File: src/rtl/seg_scan_2d_if.sv
// Handshake-free bus between the 2-digit scanner and its
// external nibble mux / display pins.
interface seg_scan_2d_if;
  logic       en;
  logic [3:0] mux_z;
  logic       sel;
  logic [6:0] seg;
  logic [1:0] an;
  logic       frame_tick;

  modport master (
    output en, mux_z,
    input  sel, seg, an, frame_tick
  );

  modport slave (
    input  en, mux_z,
    output sel, seg, an, frame_tick
  );
endinterface

File: src/rtl/seg_scan_2d.sv
// Two-digit multiplexed 7-segment scanner with blanking gaps
// between digits so segment data settles before anode enable.
module seg_scan_2d #(
  parameter int unsigned SCAN_DIV = 50000,
  parameter int unsigned GAP_CYC  = 4
) (
  input  logic         clk,
  input  logic         rst,
  seg_scan_2d_if.slave bus
);

  localparam int unsigned MAXL =
    (SCAN_DIV > GAP_CYC) ? SCAN_DIV : GAP_CYC;
  localparam int unsigned CW =
    (MAXL > 2) ? $clog2(MAXL) : 1;
  localparam logic [CW-1:0] SHOW_LAST = CW'(SCAN_DIV - 1);
  localparam logic [CW-1:0] GAP_LAST  = CW'(GAP_CYC - 1);

  typedef enum logic [1:0] {
    GAP0, SHOW0, GAP1, SHOW1
  } state_t;

  state_t        state_q, state_d;
  logic [CW-1:0] cnt_q, cnt_d;
  logic          sel_q, sel_d;
  logic [1:0]    an_q, an_d;
  logic [6:0]    seg_q, seg_d;
  logic          tick_q, tick_d;

  function automatic logic [6:0] hex7(input logic [3:0] n);
    logic [6:0] s;
    unique case (n)
      4'h0: s = 7'h40;
      4'h1: s = 7'h79;
      4'h2: s = 7'h24;
      4'h3: s = 7'h30;
      4'h4: s = 7'h19;
      4'h5: s = 7'h12;
      4'h6: s = 7'h02;
      4'h7: s = 7'h78;
      4'h8: s = 7'h00;
      4'h9: s = 7'h10;
      4'hA: s = 7'h08;
      4'hB: s = 7'h03;
      4'hC: s = 7'h46;
      4'hD: s = 7'h21;
      4'hE: s = 7'h06;
      4'hF: s = 7'h0E;
    endcase
    return s;
  endfunction

  always_comb begin
    state_d = state_q;
    cnt_d   = cnt_q + CW'(1);
    tick_d  = 1'b0;
    if (!bus.en) begin
      state_d = GAP0;
      cnt_d   = '0;
    end else begin
      unique case (state_q)
        GAP0: if (cnt_q == GAP_LAST) begin
          state_d = SHOW0;
          cnt_d   = '0;
        end
        SHOW0: if (cnt_q == SHOW_LAST) begin
          state_d = GAP1;
          cnt_d   = '0;
        end
        GAP1: if (cnt_q == GAP_LAST) begin
          state_d = SHOW1;
          cnt_d   = '0;
        end
        SHOW1: if (cnt_q == SHOW_LAST) begin
          state_d = GAP0;
          cnt_d   = '0;
          tick_d  = 1'b1;
        end
      endcase
    end
  end

  // Outputs are decoded from the next state so they register
  // in step with it; seg blanks whenever the digit is off.
  always_comb begin
    sel_d = 1'b0;
    an_d  = 2'b11;
    unique case (state_d)
      GAP0:  begin sel_d = 1'b0; an_d = 2'b11; end
      SHOW0: begin sel_d = 1'b0; an_d = 2'b10; end
      GAP1:  begin sel_d = 1'b1; an_d = 2'b11; end
      SHOW1: begin sel_d = 1'b1; an_d = 2'b01; end
    endcase
    seg_d = (an_d == 2'b11) ? 7'h7F : hex7(bus.mux_z);
  end

  always_ff @(posedge clk or posedge rst) begin
    if (rst) begin
      state_q <= GAP0;
      cnt_q   <= '0;
      sel_q   <= 1'b0;
      an_q    <= 2'b11;
      seg_q   <= 7'h7F;
      tick_q  <= 1'b0;
    end else begin
      state_q <= state_d;
      cnt_q   <= cnt_d;
      sel_q   <= sel_d;
      an_q    <= an_d;
      seg_q   <= seg_d;
      tick_q  <= tick_d;
    end
  end

  assign bus.sel        = sel_q;
  assign bus.an         = an_q;
  assign bus.seg        = seg_q;
  assign bus.frame_tick = tick_q;

endmodule

File: src/flat_wrapper.sv
// flat-port wrapper written by rule: the top's interface ports become plain ports
module seg_scan_2d_flat 
#(
  parameter int unsigned SCAN_DIV = 50000,
  parameter int unsigned GAP_CYC  = 4
)
  (clk, rst, bus_en, bus_mux_z, bus_sel, bus_seg, bus_an, bus_frame_tick);
  seg_scan_2d_if bus_i ();
  input  logic clk;
  input  logic rst;
  input wire logic [$bits(bus_i.en)-1:0] bus_en;
  input wire logic [$bits(bus_i.mux_z)-1:0] bus_mux_z;
  output wire logic [$bits(bus_i.sel)-1:0] bus_sel;
  output wire logic [$bits(bus_i.seg)-1:0] bus_seg;
  output wire logic [$bits(bus_i.an)-1:0] bus_an;
  output wire logic [$bits(bus_i.frame_tick)-1:0] bus_frame_tick;
  assign bus_i.en = bus_en;
  assign bus_i.mux_z = bus_mux_z;
  assign bus_sel = bus_i.sel;
  assign bus_seg = bus_i.seg;
  assign bus_an = bus_i.an;
  assign bus_frame_tick = bus_i.frame_tick;
  seg_scan_2d #(.SCAN_DIV(SCAN_DIV), .GAP_CYC(GAP_CYC)) u_core (.clk(clk), .rst(rst), .bus(bus_i));
endmodule
File: config.mk
export PLATFORM = sky130hd
export DESIGN_NAME = seg_scan_2d_flat
export DESIGN_NICKNAME = d
export VERILOG_FILES = /design/src/rtl/seg_scan_2d_if.sv /design/src/rtl/seg_scan_2d.sv /design/src/flat_wrapper.sv
export SDC_FILE = /design/constraint.sdc
export NUM_CORES = 1
export LEC_CHECK = 0
export CAP_MARGIN = 40
export CORE_ASPECT_RATIO = 0.75
export CORE_UTILIZATION = 45
export CTS_BUF_LIST = sky130_fd_sc_hd__clkbuf_4
export DETAILED_ROUTE_END_ITERATION = 12
export GPL_TIMING_DRIVEN = 0
export PLACE_DENSITY = 0.74
export SYNTH_ARGS = -nofsm -noshare
export SYNTH_HDL_FRONTEND = slang
export SYNTH_SLANG_ARGS = --single-unit
File: constraint.sdc
create_clock -name clk -period 3.8 [get_ports clk]
set_input_delay 0.76 -clock clk [delete_from_list [all_inputs] [get_ports clk]]
set_output_delay 0.76 -clock clk [all_outputs]
set_load 0.01 [all_outputs]
After elaboration in Yosys (flattened, before gate mapping)
Memories as Yosys holds them, arrays and structs flattened.
Index checks and enable logic that the tools add are counted.
- word-level logic and storage cells: 40
- input bits: 7
- register bits: 29
- memory bits (read-only): 112
- memories: 1
- memories (memory ; depth ; bits a word ; read ports ; clocked after memory_dff ; write ports ; line ; text):
    (no name shown) ; 16 ; 7 ; 1 ; 0 ; 0 ; seg_scan_2d.sv:32 ; unique case (n)
- reductions and logical operators: 7
- muxes and demuxes: 16
- $add $sub $neg: 1
- equality and inequality tests: 9
- operator list (cell ; number):
    $mux W16 ; 3
    $pmux W16 S2 ; 1
    $add A16 B1 Y16 const B ; 1
    $eq A16 B16 Y1 const B ; 1
    $eq A16 B2 Y1 const B ; 1
    $eq A2 B2 Y1 const B ; 5
    $mux W2 ; 5
    $reduce_or A2 Y1 ; 5
    $pmux W2 S4 ; 1
    $mux W7 ; 1
    $pmux W2 S3 ; 1
    $eq A2 B1 Y1 const B ; 2
    $logic_not A2 Y1 ; 2
    $mux W1 ; 3
    $pmux W1 S2 ; 1

Logic depth before layout (Yosys ltp)
Gate-level depths: netlist of run 1.
- word-level depth: 9
- depth in mapped cells: 6
- gate-level depth less buffers: 6

Worst setup path after synthesis of run 1
Ideal clock, no wire load.
- path kind: register to register
- start: register u_core.cnt_q[0]
- end: register u_core.cnt_q[10]
- buffers on the path: 1
- library setup time: 0.119 ns
- arrival time: 1.690 ns
- clock period less this slack: 1.809 ns
- stages on the path, launching flop included: 7
- path slack: 1.991 ns
- cell sequence: dfrtp_1 -> ha_1 -> nand3_2 -> or4b_4 -> o21ai_2 -> buf_6 -> nor2_1
- cells in the longest elaborated chain, start to end: 4
- elaborated cells on any way between the ends: 7
- ends and longest elaborated chain (item ; line ; text):
    start: declaration ; seg_scan_2d.sv:24 ; logic [CW-1:0] cnt_q, cnt_d;
    start signal: assignment ; seg_scan_2d.sv:107 ; cnt_q <= cnt_d;
    $add A16 B1 Y16 (tied with other cells) ; seg_scan_2d.sv:55 ; cnt_d = cnt_q + CW'(1);
    $mux W16 (on tied branches) ; - ;
    $pmux W16 S2 (*) ; seg_scan_2d.sv:61 ; unique case (state_q)
    $mux W16 (*) ; seg_scan_2d.sv:57 ; if (!bus.en) begin
    named net u_core.cnt_d[10] ; seg_scan_2d.sv:24 ;
Mark *: on every way through the listed nets, which the timed path passes. The rest lies on a longest branch.

Worst setup path in the final report of run 1
- start: register u_core.seg_q[4] (netlist: u_core.bus.seg[4])
- end: output bus_seg[4]
- RTL lines (item ; line ; text):
    start: declaration ; seg_scan_2d.sv:27 ; logic [6:0] seg_q, seg_d;
    start signal: assignment ; seg_scan_2d.sv:110 ; seg_q <= seg_d;
    end: declaration ; flat_wrapper.sv:14 ; output wire logic [$bits(bus_i.seg)-1:0] bus_seg;
No word-level cell between the ends.

==> impl_metrics.yaml, run 1 <==
synthesis:
  synth-async-reset-ratio_pct: 100
  combinational_family_with_the_most_area_after_synthesis: "simple AND/OR/NAND/NOR gates"
  synthesis.yosys.warnings: 0
  synth-edff-count: 0
  synthSimpleGateAreaFrac_pct: 22.0
  ys_dominant_reg_cell: "sky130_fd_sc_hd__dfrtp_1"
  synthXorXnorAreaFrac_pct: 8.24
  postSynthAreaPerCell_um2: 9.99
  synthesis.nets: 163
  synth_cell_type_count: 35
  synth_seq_cells: 29
  portion_of_netlist_area_occupied_by_mux_cells_pct: 0.672
  synthesis.area_um2: 1490
  synthAdderAreaFrac_pct: 5.88
  netlist_instances: 149
  synth-compound-area-share_pct: 9.50
  synth_seq_area_share_pct: 49.5
global_route:
  grtUsageTotal_pct: 19.1
  antenna_violations_before_repair: 0
  first_global_vias: 1101
  overflow: 0
  grt_start_max_net_pins: 19
  grt_first_pass_wirelength_mm: 4.82
placement:
  placedCellCount: 204
  numPortBuffers: 16
  detailed_place_hpwl_mm: 2.19
  gp_congestion: 0.843
die:
  design.die.area_um2: 3550
  placement_rows: 17
  initial_cell_density_of_the_core_pct: 49.0
  core_area_um2: 3040
  floorplan.die.height_um: 51.8
  top_level_pins: 18
  width_of_the_die_um: 68.4
timing:
  slew_headroom_pct: 62.9
  period_share_pct: 56.4
  fmaxAchievable_mhz: 466
  finalCriticalPeriod_ns: 2.14
  totalNegativeSetupSlack_ns: 0
  worst_slew_pin_slew_ns: 0.556
  slew_violations: 0
  clock-skew-final_ns: 0.00692
  finalHoldViolations: 0
  final-setup-viol-count: 0
  rsz_0062_raised_after_global_routing: "false"
route:
  postRouteWirelength_mm: 2.92
  post_drt_antenna_nets: 0
  drt_first_pass_iters: 4
  via_count: 1142
  viasPerCell: 5.39
  first_iter_violations: 59
  drt_drc_violations_left: 0
  route.detailed.wl_per_inst_um: 13.8
finish:
  finish.cell_count_without_fillers: 212
  final_layout_size_suffix_gt1_share_pct: 14.4
  syn2layout_area_growth_pct: 19.5
  n_antenna_cell: 0
  final_net_count: 187
clock_tree:
  cts_setup_buffers: 0
  cts_hold_buffers: 0
  cts_root_buffer: "sky130_fd_sc_hd__clkbuf_4"
  h-tree-depth: 2
  tritoncts_clock_tree: "done"
  clkTransAtPathRegs_ns: 0.10
  worst_skew_pair.late_latency_ns: 0.33
  cts-buffers-inserted: 5
  cts_buffer_depth: 2
  cts_resized: 0
  numClockSinks: 29
setup_path:
  worst-endpoint-required_ns: 3.04
  critical_path.n_buffers_inverters: 1
  critPathLaunchType: "flip-flop"
  cp.arrival_ns: 1.38
  rr_startpoint: "u_core.cnt_q[0]"
  worst_path_dominant_cell_family: "buffers and inverters"
  crit_fanout: 1
  cpMaxStageDelayCell: "sky130_fd_sc_hd__clkdlybuf4s50_1"
  critical_path_cell_count: 1
  critical_path_s_largest_stage_delay_ns: 0.54
  worst_setup_path_end_kind: "output pin"
  critical_path_class: "reg -> out"
  regToRegEndpoint: "u_core.cnt_q[11]"
  r2r.worst_path.cells: 6
  crit_path_cell_trace: "clkdlybuf4s50_1"
  regToRegSetupSlack_ns: 1.72
power_and_ir_drop:
  worst_ir_drop_vdd_uv: 244
  static-leakage-power_nw: 0.732
  power-per-cell-area_nw_per_um2: 323
outcome:
  run_status: "finished, final reports clean"
min_path:
  hold_path.class: "reg -> reg"
  holdPathEnd: "u_core.bus.an[1]"
  whs_path_depth: 1
  hold_path_startpoint: "u_core.state_q[1]"
flow_run:
  max_cap_viol_count: 0
-- metrics by stage --
step	total power [mW]	setup slack [ns]	area [um2]	utilization [%]	hold slack, ns
final	0.575	1.66	1780	58.5	0.473
after floorplan	0.372	1.99	1490	-	0.415
after detailed placement	0.403	1.49	1720	56.7	0.466
after global placement	0.397	1.57	1700	55.8	0.439
after global routing	0.607	1.60	1780	58.5	0.503
after CTS	0.586	1.63	1780	58.5	0.487
-- worst register-to-register path: stages, from the launching register on --
cell and delay [ns]:
sky130_fd_sc_hd__dfrtp_1 0.40, sky130_fd_sc_hd__ha_1 0.24, sky130_fd_sc_hd__nand3_2 0.19, sky130_fd_sc_hd__or4b_4 0.56
sky130_fd_sc_hd__o21ai_2 0.32, sky130_fd_sc_hd__buf_6 0.19, sky130_fd_sc_hd__nor2_1 0.06
-- routing by layer --
metal / vias up / GRT usage (%) / share of wire, %
met4: 0 / 10.8 / 1.5
met5: - / 0 / 0
met1: 542 / 26.7 / 52
met2: 29 / 25.5 / 42
li1: 563 / - / -
met3: 8 / 5.92 / 4.0
-- how the worst max path moves through the flow --
stage / start / to / slack [ns]
final: u_core.bus.seg[4] / bus_seg[4] / 1.66
after global routing: u_core.bus.an[1] / bus_an[1] / 1.60
after CTS: u_core.bus.seg[4] / bus_seg[4] / 1.63
after detailed placement: bus_mux_z[1] / u_core.bus.seg[4] / 1.49
after global placement: bus_mux_z[1] / u_core.bus.seg[4] / 1.57
after floorplan: u_core.cnt_q[0] / u_core.cnt_q[10] / 1.99
-- cell families (layout without fill, tap and decap cells) --
logic type                 after synthesis  in the layout
AOI/OAI and AO/OA                       20             20
xor gates and xnor gates                14             14
adders and majority gates                7              7
buffers and inverters                   14             39
DFF                                     29             29
muxes                                    1              1
and+or+nand+nor                         64             64
-- cell usage in the layout, fill, tap and decap left out, types with 2 or more instances in the layout --
| cell | Yosys | final |
|---|---|---|
| sky130_fd_sc_hd__clkinv_2 | 0 | 2 |
| sky130_fd_sc_hd__dfstp_2 | 9 | 9 |
| sky130_fd_sc_hd__nand3_1 | 5 | 5 |
| sky130_fd_sc_hd__inv_1 | 9 | 9 |
| sky130_fd_sc_hd__clkbuf_4 | 0 | 5 |
| sky130_fd_sc_hd__nand2_1 | 12 | 12 |
| sky130_fd_sc_hd__o211ai_1 | 5 | 5 |
| sky130_fd_sc_hd__ha_1 | 7 | 7 |
| sky130_fd_sc_hd__buf_2 | 2 | 2 |
| sky130_fd_sc_hd__o21ai_0 | 5 | 5 |
| sky130_fd_sc_hd__nor2_1 | 20 | 20 |
| sky130_fd_sc_hd__nand4_1 | 4 | 4 |
| sky130_fd_sc_hd__clkdlybuf4s50_1 | 0 | 16 |
| sky130_fd_sc_hd__nand2b_1 | 5 | 5 |
| sky130_fd_sc_hd__nor4_1 | 8 | 8 |
| sky130_fd_sc_hd__nor3_1 | 4 | 4 |
| sky130_fd_sc_hd__a21oi_1 | 2 | 2 |
| sky130_fd_sc_hd__dfrtp_1 | 20 | 20 |
| sky130_fd_sc_hd__xnor2_1 | 13 | 13 |
-- registers in the layout, indices dropped and copies added, names as in the netlist --
| name | cells |
|---|---|
| u_core.cnt_q | 16 |
| u_core.bus.seg | 7 |
| u_core.bus.an | 2 |
| u_core.state_q | 2 |
| u_core.bus.frame_tick | 1 |
| u_core.bus.sel | 1 |
-- synthesized netlist by cell type (2+ instances only) --
library cell | instances | area (um2)
sky130_fd_sc_hd__dfrtp_1 | 20 | 500
sky130_fd_sc_hd__nor2_1 | 20 | 75.1
sky130_fd_sc_hd__xnor2_1 | 13 | 114
sky130_fd_sc_hd__nand2_1 | 12 | 45.0
sky130_fd_sc_hd__dfstp_2 | 9 | 236
sky130_fd_sc_hd__inv_1 | 9 | 33.8
sky130_fd_sc_hd__nor4_1 | 8 | 50.1
sky130_fd_sc_hd__ha_1 | 7 | 87.6
sky130_fd_sc_hd__nand2b_1 | 5 | 31.3
sky130_fd_sc_hd__nand3_1 | 5 | 25.0
sky130_fd_sc_hd__o211ai_1 | 5 | 37.5
sky130_fd_sc_hd__o21ai_0 | 5 | 25.0
sky130_fd_sc_hd__nand4_1 | 4 | 25.0
sky130_fd_sc_hd__nor3_1 | 4 | 20.0
sky130_fd_sc_hd__a21oi_1 | 2 | 10.0
sky130_fd_sc_hd__buf_2 | 2 | 10.0
-- power breakdown --
| group | total (mW) | switching (mW) | internal [mW] | leakage [nW] |
|---|---|---|---|---|
| sequential | 0.327 | 0.00578 | 0.321 | 0.372 |
| clock | 0.178 | 0.109 | 0.0696 | 0.0310 |
| combinational | 0.0705 | 0.0381 | 0.0323 | 0.330 |
| total | 0.575 | 0.152 | 0.423 | 0.732 |
-- layout make-up --
type / count / area (um2)
multi-input cells: 106 / 689
flip-flops and latches: 29 / 737
fillers: 252 / 1260
plain buffers: 5 / 28.8
clock buffers: 5 / 37.5
inverters: 9 / 33.8
clock inverters: 3 / 17.5
repair buffers: 17 / 188
well taps: 38 / 47.5
No activity file was read; power rests on OpenSTA's default activity.
==> run 2, diff against run 1 <==
==> constraint.sdc (replaced) <==
create_clock -name clk -period 2 [get_ports clk]
set_input_delay 0.4 -clock clk [delete_from_list [all_inputs] [get_ports clk]]
set_output_delay 0.4 -clock clk [all_outputs]
set_load 0.01 [all_outputs]
==> impl_metrics.yaml, run 2 (same netlist as run 1, synthesis figures left out) <==
setup_path:
  worst_setup_path_end_kind: "flip-flop"
  r2r.worst_path.cells: 6
  worst-endpoint-required_ns: 2.22
  cp.arrival_ns: 2.11
  regToRegSetupSlack_ns: 0.11
  critPathLaunchType: "flip-flop"
  critical_path_class: "reg -> reg"
  regToRegEndpoint: "u_core.bus.seg[5]"
  rr_startpoint: "u_core.cnt_q[1]"
  crit_fanout: 10
clock_tree:
  cts_buffer_depth: 2
  h-tree-depth: 2
  clkTransAtPathRegs_ns: 0.10
  cts_root_buffer: "sky130_fd_sc_hd__clkbuf_4"
  tritoncts_clock_tree: "done"
  worst_skew_pair.late_latency_ns: 0.33
  numClockSinks: 29
  cts-buffers-inserted: 5
global_route:
  antenna_violations_before_repair: 0
  first_global_vias: 1093
  grt_start_max_net_pins: 19
  grt_first_pass_wirelength_mm: 4.84
  grtUsageTotal_pct: 19.3
  overflow: 0
finish:
  top_register: "u_core.cnt_q"
  final_layout_size_suffix_gt1_share_pct: 15.4
  syn2layout_area_growth_pct: 21.8
  largest_register_ff_count: 16
  mostFrequentLayoutCells: "20 x sky130_fd_sc_hd__nor2_1, 20 x sky130_fd_sc_hd__dfrtp_1, 16 x sky130_fd_sc_hd__clkdlybuf4s50_1"
  finish.cell_count_without_fillers: 213
  final_net_count: 188
  n_antenna_cell: 0
flow_run:
  max_cap_viol_count: 0
timing:
  period_share_pct: 94.6
  final-setup-viol-count: 0
  rsz_0062_raised_after_global_routing: "false"
  worst_slew_pin_slew_ns: 0.553
  fmaxAchievable_mhz: 528
  slew_headroom_pct: 63.1
  finalCriticalPeriod_ns: 1.89
  finalHoldViolations: 0
  holdWs_ns: 0.406
  slew_violations: 0
  totalNegativeSetupSlack_ns: 0
  clock-skew-final_ns: 0.00669
power_and_ir_drop:
  power-per-cell-area_nw_per_um2: 609
  total_power_mw: 1.11
  static-leakage-power_nw: 0.737
  worst_ir_drop_vdd_uv: 466
outcome:
  run_status: "finished, final reports clean"
placement:
  numPortBuffers: 16
  placedCellCount: 204
  gp_congestion: 0.843
  detailed_place_hpwl_mm: 2.19
die:
  initial_cell_density_of_the_core_pct: 49.0
  core_area_um2: 3040
  width_of_the_die_um: 68.4
  design.die.area_um2: 3550
  floorplan.die.height_um: 51.8
  placement_rows: 17
  top_level_pins: 18
route:
  via_count: 1146
  drt_drc_violations_left: 0
  first_iter_violations: 32
  route.detailed.wl_per_inst_um: 13.8
  drt_first_pass_iters: 4
  postRouteWirelength_mm: 2.94
  post_drt_antenna_nets: 0
  viasPerCell: 5.38
min_path:
  hold_path.class: "in -> async"
-- run 2: where the power goes --
group / internal [mW] / switching [mW]
sequential: 0.610 / 0.0127
clock: 0.132 / 0.208
combinational: 0.0676 / 0.0750
total: 0.810 / 0.295
-- run 2: what timing repair did --
item / in CTS / in global routing
cloned: 0 / 0
hold endpoints to repair: 0 / 0
pin swaps: 0 / 0
buffers inserted: 0 / 1
gates resized for setup: 2 / 2
hold buffers: 0 / 0
endpoints found under the setup margin: 11 / 17
-- run 2: cell type report --
class / count / area [um2]
inverters: 9 / 33.8
flip-flops and latches: 29 / 737
multi-input cells: 106 / 717
fillers: 249 / 1230
plain buffers: 5 / 28.8
well taps: 38 / 47.5
clock inverters: 3 / 17.5
repair buffers: 18 / 195
clock buffers: 5 / 37.5
-- run 2: per-layer routing --
layer / share of wire (%) / wire length, um / global-route usage [%] / up-vias
met5: 0 / 0 / 0 / -
met3: 5.5 / 162 / 7.89 / 12
li1: - / - / - / 569
met4: 2.5 / 74 / 9.72 / 0
met2: 41 / 1210 / 25.3 / 37
met1: 51 / 1490 / 26.8 / 528
-- run 2: how the worst max path moves through the flow --
stage	from	endpoint	slack, ns	depth (start not counted)
after floorplan	u_core.cnt_q[0]	u_core.cnt_q[11]	0.19	6
after global placement	u_core.cnt_q[0]	u_core.cnt_q[11]	-0.007	6
after detailed placement	u_core.cnt_q[0]	u_core.cnt_q[7]	-0.03	6
after CTS	u_core.cnt_q[0]	u_core.bus.seg[5]	0.02	6
after global routing	u_core.cnt_q[1]	u_core.bus.seg[5]	0.04	6
final	u_core.cnt_q[1]	u_core.bus.seg[5]	0.11	6
-- run 2: critical path, cell delays in order, from the launching register on --
cell,delay [ns]
sky130_fd_sc_hd__dfrtp_1,0.41
sky130_fd_sc_hd__ha_4,0.18
sky130_fd_sc_hd__nand3_4,0.12
sky130_fd_sc_hd__or4b_4,0.55
sky130_fd_sc_hd__o211a_1,0.22
sky130_fd_sc_hd__buf_2,0.17
sky130_fd_sc_hd__o311ai_1,0.12
-- run 2: metrics by stage --
stage / setup slack (ns) / util, % / cell area (um2)
2_1_floorplan: 0.191 / - / 1490
3_3_place_gp: -0.00712 / 55.8 / 1700
3_5_place_dp: -0.0331 / 56.7 / 1720
4_1_cts: 0.0219 / 59.0 / 1790
5_1_grt: 0.0388 / 59.6 / 1810
6_report: 0.107 / 59.6 / 1810
==> run 3, diff against run 2 <==
--- a/config.mk
+++ b/config.mk
@@ -5,13 +5,13 @@
 export SDC_FILE = /design/constraint.sdc
 export NUM_CORES = 1
 export LEC_CHECK = 0
-export CAP_MARGIN = 40
+export CAP_MARGIN = 10
 export CORE_ASPECT_RATIO = 0.75
 export CORE_UTILIZATION = 45
 export CTS_BUF_LIST = sky130_fd_sc_hd__clkbuf_4
 export DETAILED_ROUTE_END_ITERATION = 12
 export GPL_TIMING_DRIVEN = 0
-export PLACE_DENSITY = 0.74
+export PLACE_DENSITY = 0.76
 export SYNTH_ARGS = -nofsm -noshare
 export SYNTH_HDL_FRONTEND = slang
 export SYNTH_SLANG_ARGS = --single-unit
==> constraint.sdc (replaced) <==
create_clock -name clk -period 1.7 [get_ports clk]
set_input_delay 0.34 -clock clk [delete_from_list [all_inputs] [get_ports clk]]
set_output_delay 0.34 -clock clk [all_outputs]
set_load 0.01 [all_outputs]
==> impl_metrics.yaml, run 3 (same netlist as run 1, synthesis figures left out) <==
outcome:
  run_status: "complete, but fails checks"
  failed_checks: "setup timing"
clock_tree:
  cts_root_buffer: "sky130_fd_sc_hd__clkbuf_4"
  numClockSinks: 29
  clkTransAtPathRegs_ns: 0.08
  cts-buffers-inserted: 5
  worst_skew_pair.late_latency_ns: 0.33
  cts_buffer_depth: 2
  tritoncts_clock_tree: "done"
  h-tree-depth: 2
route:
  viasPerCell: 5.45
  drt_drc_violations_left: 0
  postRouteWirelength_mm: 3.19
  via_count: 1210
  post_drt_antenna_nets: 0
  route.detailed.wl_per_inst_um: 14.4
  first_iter_violations: 76
  drt_first_pass_iters: 4
power_and_ir_drop:
  worst_ir_drop_vdd_uv: 464
  static-leakage-power_nw: 0.758
  total_power_mw: 1.36
  power-per-cell-area_nw_per_um2: 706
timing:
  rsz_0062_raised_after_global_routing: "true"
  finalCriticalPeriod_ns: 1.79
  worst_slew_pin_slew_ns: 1.08
  slew_headroom_pct: 27.8
  slew_violations: 0
  fmaxAchievable_mhz: 560
  period_share_pct: 105
  setup_slack_ns: -0.0863
  final-setup-viol-count: 27
  finalHoldViolations: 0
  totalNegativeSetupSlack_ns: -1.72
  clock-skew-final_ns: 0.00820
finish:
  mostFrequentLayoutCells: "18 x sky130_fd_sc_hd__dfrtp_1, 13 x sky130_fd_sc_hd__xnor2_1, 11 x sky130_fd_sc_hd__nand2_1, 11 x sky130_fd_sc_hd__nor2_1, 11 x sky130_fd_sc_hd__buf_4"
  final_layout_size_suffix_gt1_share_pct: 28.8
  top_register: "u_core.cnt_q"
  final_common_cell: "sky130_fd_sc_hd__dfrtp_1"
  syn2layout_area_growth_pct: 29.1
  fill_cell_total_of_the_finished_layout: 244
  largest_register_ff_count: 16
  finalInstanceArea_um2: 1920
  n_antenna_cell: 0
  postLayoutCoreUtil_pct: 63.2
  final_net_count: 197
die:
  design.die.area_um2: 3550
  floorplan.die.height_um: 51.8
  top_level_pins: 18
  placement_rows: 17
  initial_cell_density_of_the_core_pct: 49.0
  core_area_um2: 3040
  width_of_the_die_um: 68.4
min_path:
  hold_path_startpoint: "bus_mux_z[2]"
  whs_path_depth: 3
  hold_path.class: "in -> reg"
  holdPathEnd: "u_core.bus.seg[3]"
setup_path:
  crit_path_cell_trace: "ha_4, nand3_4, or4b_4, o21ai_4, buf_6, nor2_1"
  critical_path_class: "reg -> reg"
  worst-endpoint-required_ns: 1.92
  worst_setup_path_end_kind: "flip-flop"
  r2r.worst_path.cells: 6
  cpMaxStageDelayCell: "sky130_fd_sc_hd__or4b_4"
  critPathLaunchType: "flip-flop"
  regToRegSetupSlack_ns: -0.09
  regToRegEndpoint: "u_core.cnt_q[10]"
  rr_startpoint: "u_core.cnt_q[0]"
  crit_fanout: 5
  critical_path_s_largest_stage_delay_ns: 0.54
  cp.arrival_ns: 2.01
global_route:
  grtUsageTotal_pct: 22.3
  antenna_violations_before_repair: 0
  grt_start_max_net_pins: 30
  grt_first_pass_wirelength_mm: 5.61
  overflow: 0
  first_global_vias: 1187
placement:
  minimum_setup_slack_after_placement_ns: -0.215
  placed_cell_area_um2: 1730
  numPortBuffers: 16
  gp_congestion: 0.788
  detailed_place_hpwl_mm: 2.09
flow_run:
  max_cap_viol_count: 0
==> run 3: worst max-delay path by stage <==
stage | from | endpoint | slack (ns) | depth (start not counted)
after floorplan | u_core.cnt_q[0] | u_core.bus.sel | -0.07 | 5
after global placement | u_core.cnt_q[0] | u_core.cnt_q[14] | -0.18 | 6
after detailed placement | u_core.cnt_q[0] | u_core.cnt_q[14] | -0.21 | 6
after CTS | u_core.cnt_q[1] | u_core.bus.seg[0] | -0.07 | 6
after global routing | u_core.cnt_q[0] | u_core.bus.seg[0] | -0.14 | 6
final | u_core.cnt_q[0] | u_core.cnt_q[10] | -0.09 | 6
==> run 3: critical path: cells and delay by family, from the launching register on <==
family | cells | cell delay (ns)
AOI/OAI and AO/OA | 1 | 0.26
DFF | 1 | 0.41
and+or+nand+nor | 3 | 0.67
adders and majority gates | 1 | 0.17
buffers and inverters | 1 | 0.17
==> run 3: layer usage <==
| layer | track usage [%] | vias up | wire length [um] |
|---|---|---|---|
| met2 | 30.4 | 41 | 1410 |
| met4 | 9.72 | 0 | 57 |
| met5 | 0 | - | 0 |
| met1 | 32.7 | 573 | 1520 |
| li1 | - | 588 | - |
| met3 | 5.92 | 8 | 206 |
==> run 3: repair_timing <==
action | CTS | global route
hold buffers | 0 | 0
buffers inserted | 7 | 3
setup endpoints to repair | 37 | 28
gates resized for setup | 18 | 12
pin swaps | 5 | 0
gates cloned | 2 | 0
==> run 3: layout make-up <==
cell class	count	area, um2	share of cell area [%]
Multi-Input combinational cell	106	768	40.0
Sequential cell	29	739	38.5
Timing Repair Buffer	28	243	12.6
Clock buffer	8	60.1	3.13
Tap cell	38	47.5	2.47
Inverter	9	33.8	1.76
Buffer	4	30.0	1.56
==> run 3: through the flow <==
stage | cells | hold WS [ns]
2_1_floorplan | 149 | 0.411
3_3_place_gp | 203 | 0.434
3_5_place_dp | 203 | 0.448
4_1_cts | 219 | 0.429
5_1_grt | 222 | 0.483
6_report | 222 | 0.443
==> run 3: power breakdown <==
part	switching, mW	total [mW]	leakage [nW]	internal (mW)
sequential	0.0139	0.731	0.368	0.717
combinational	0.103	0.192	0.353	0.0894
clock	0.222	0.434	0.0368	0.212
total	0.338	1.36	0.758	1.02
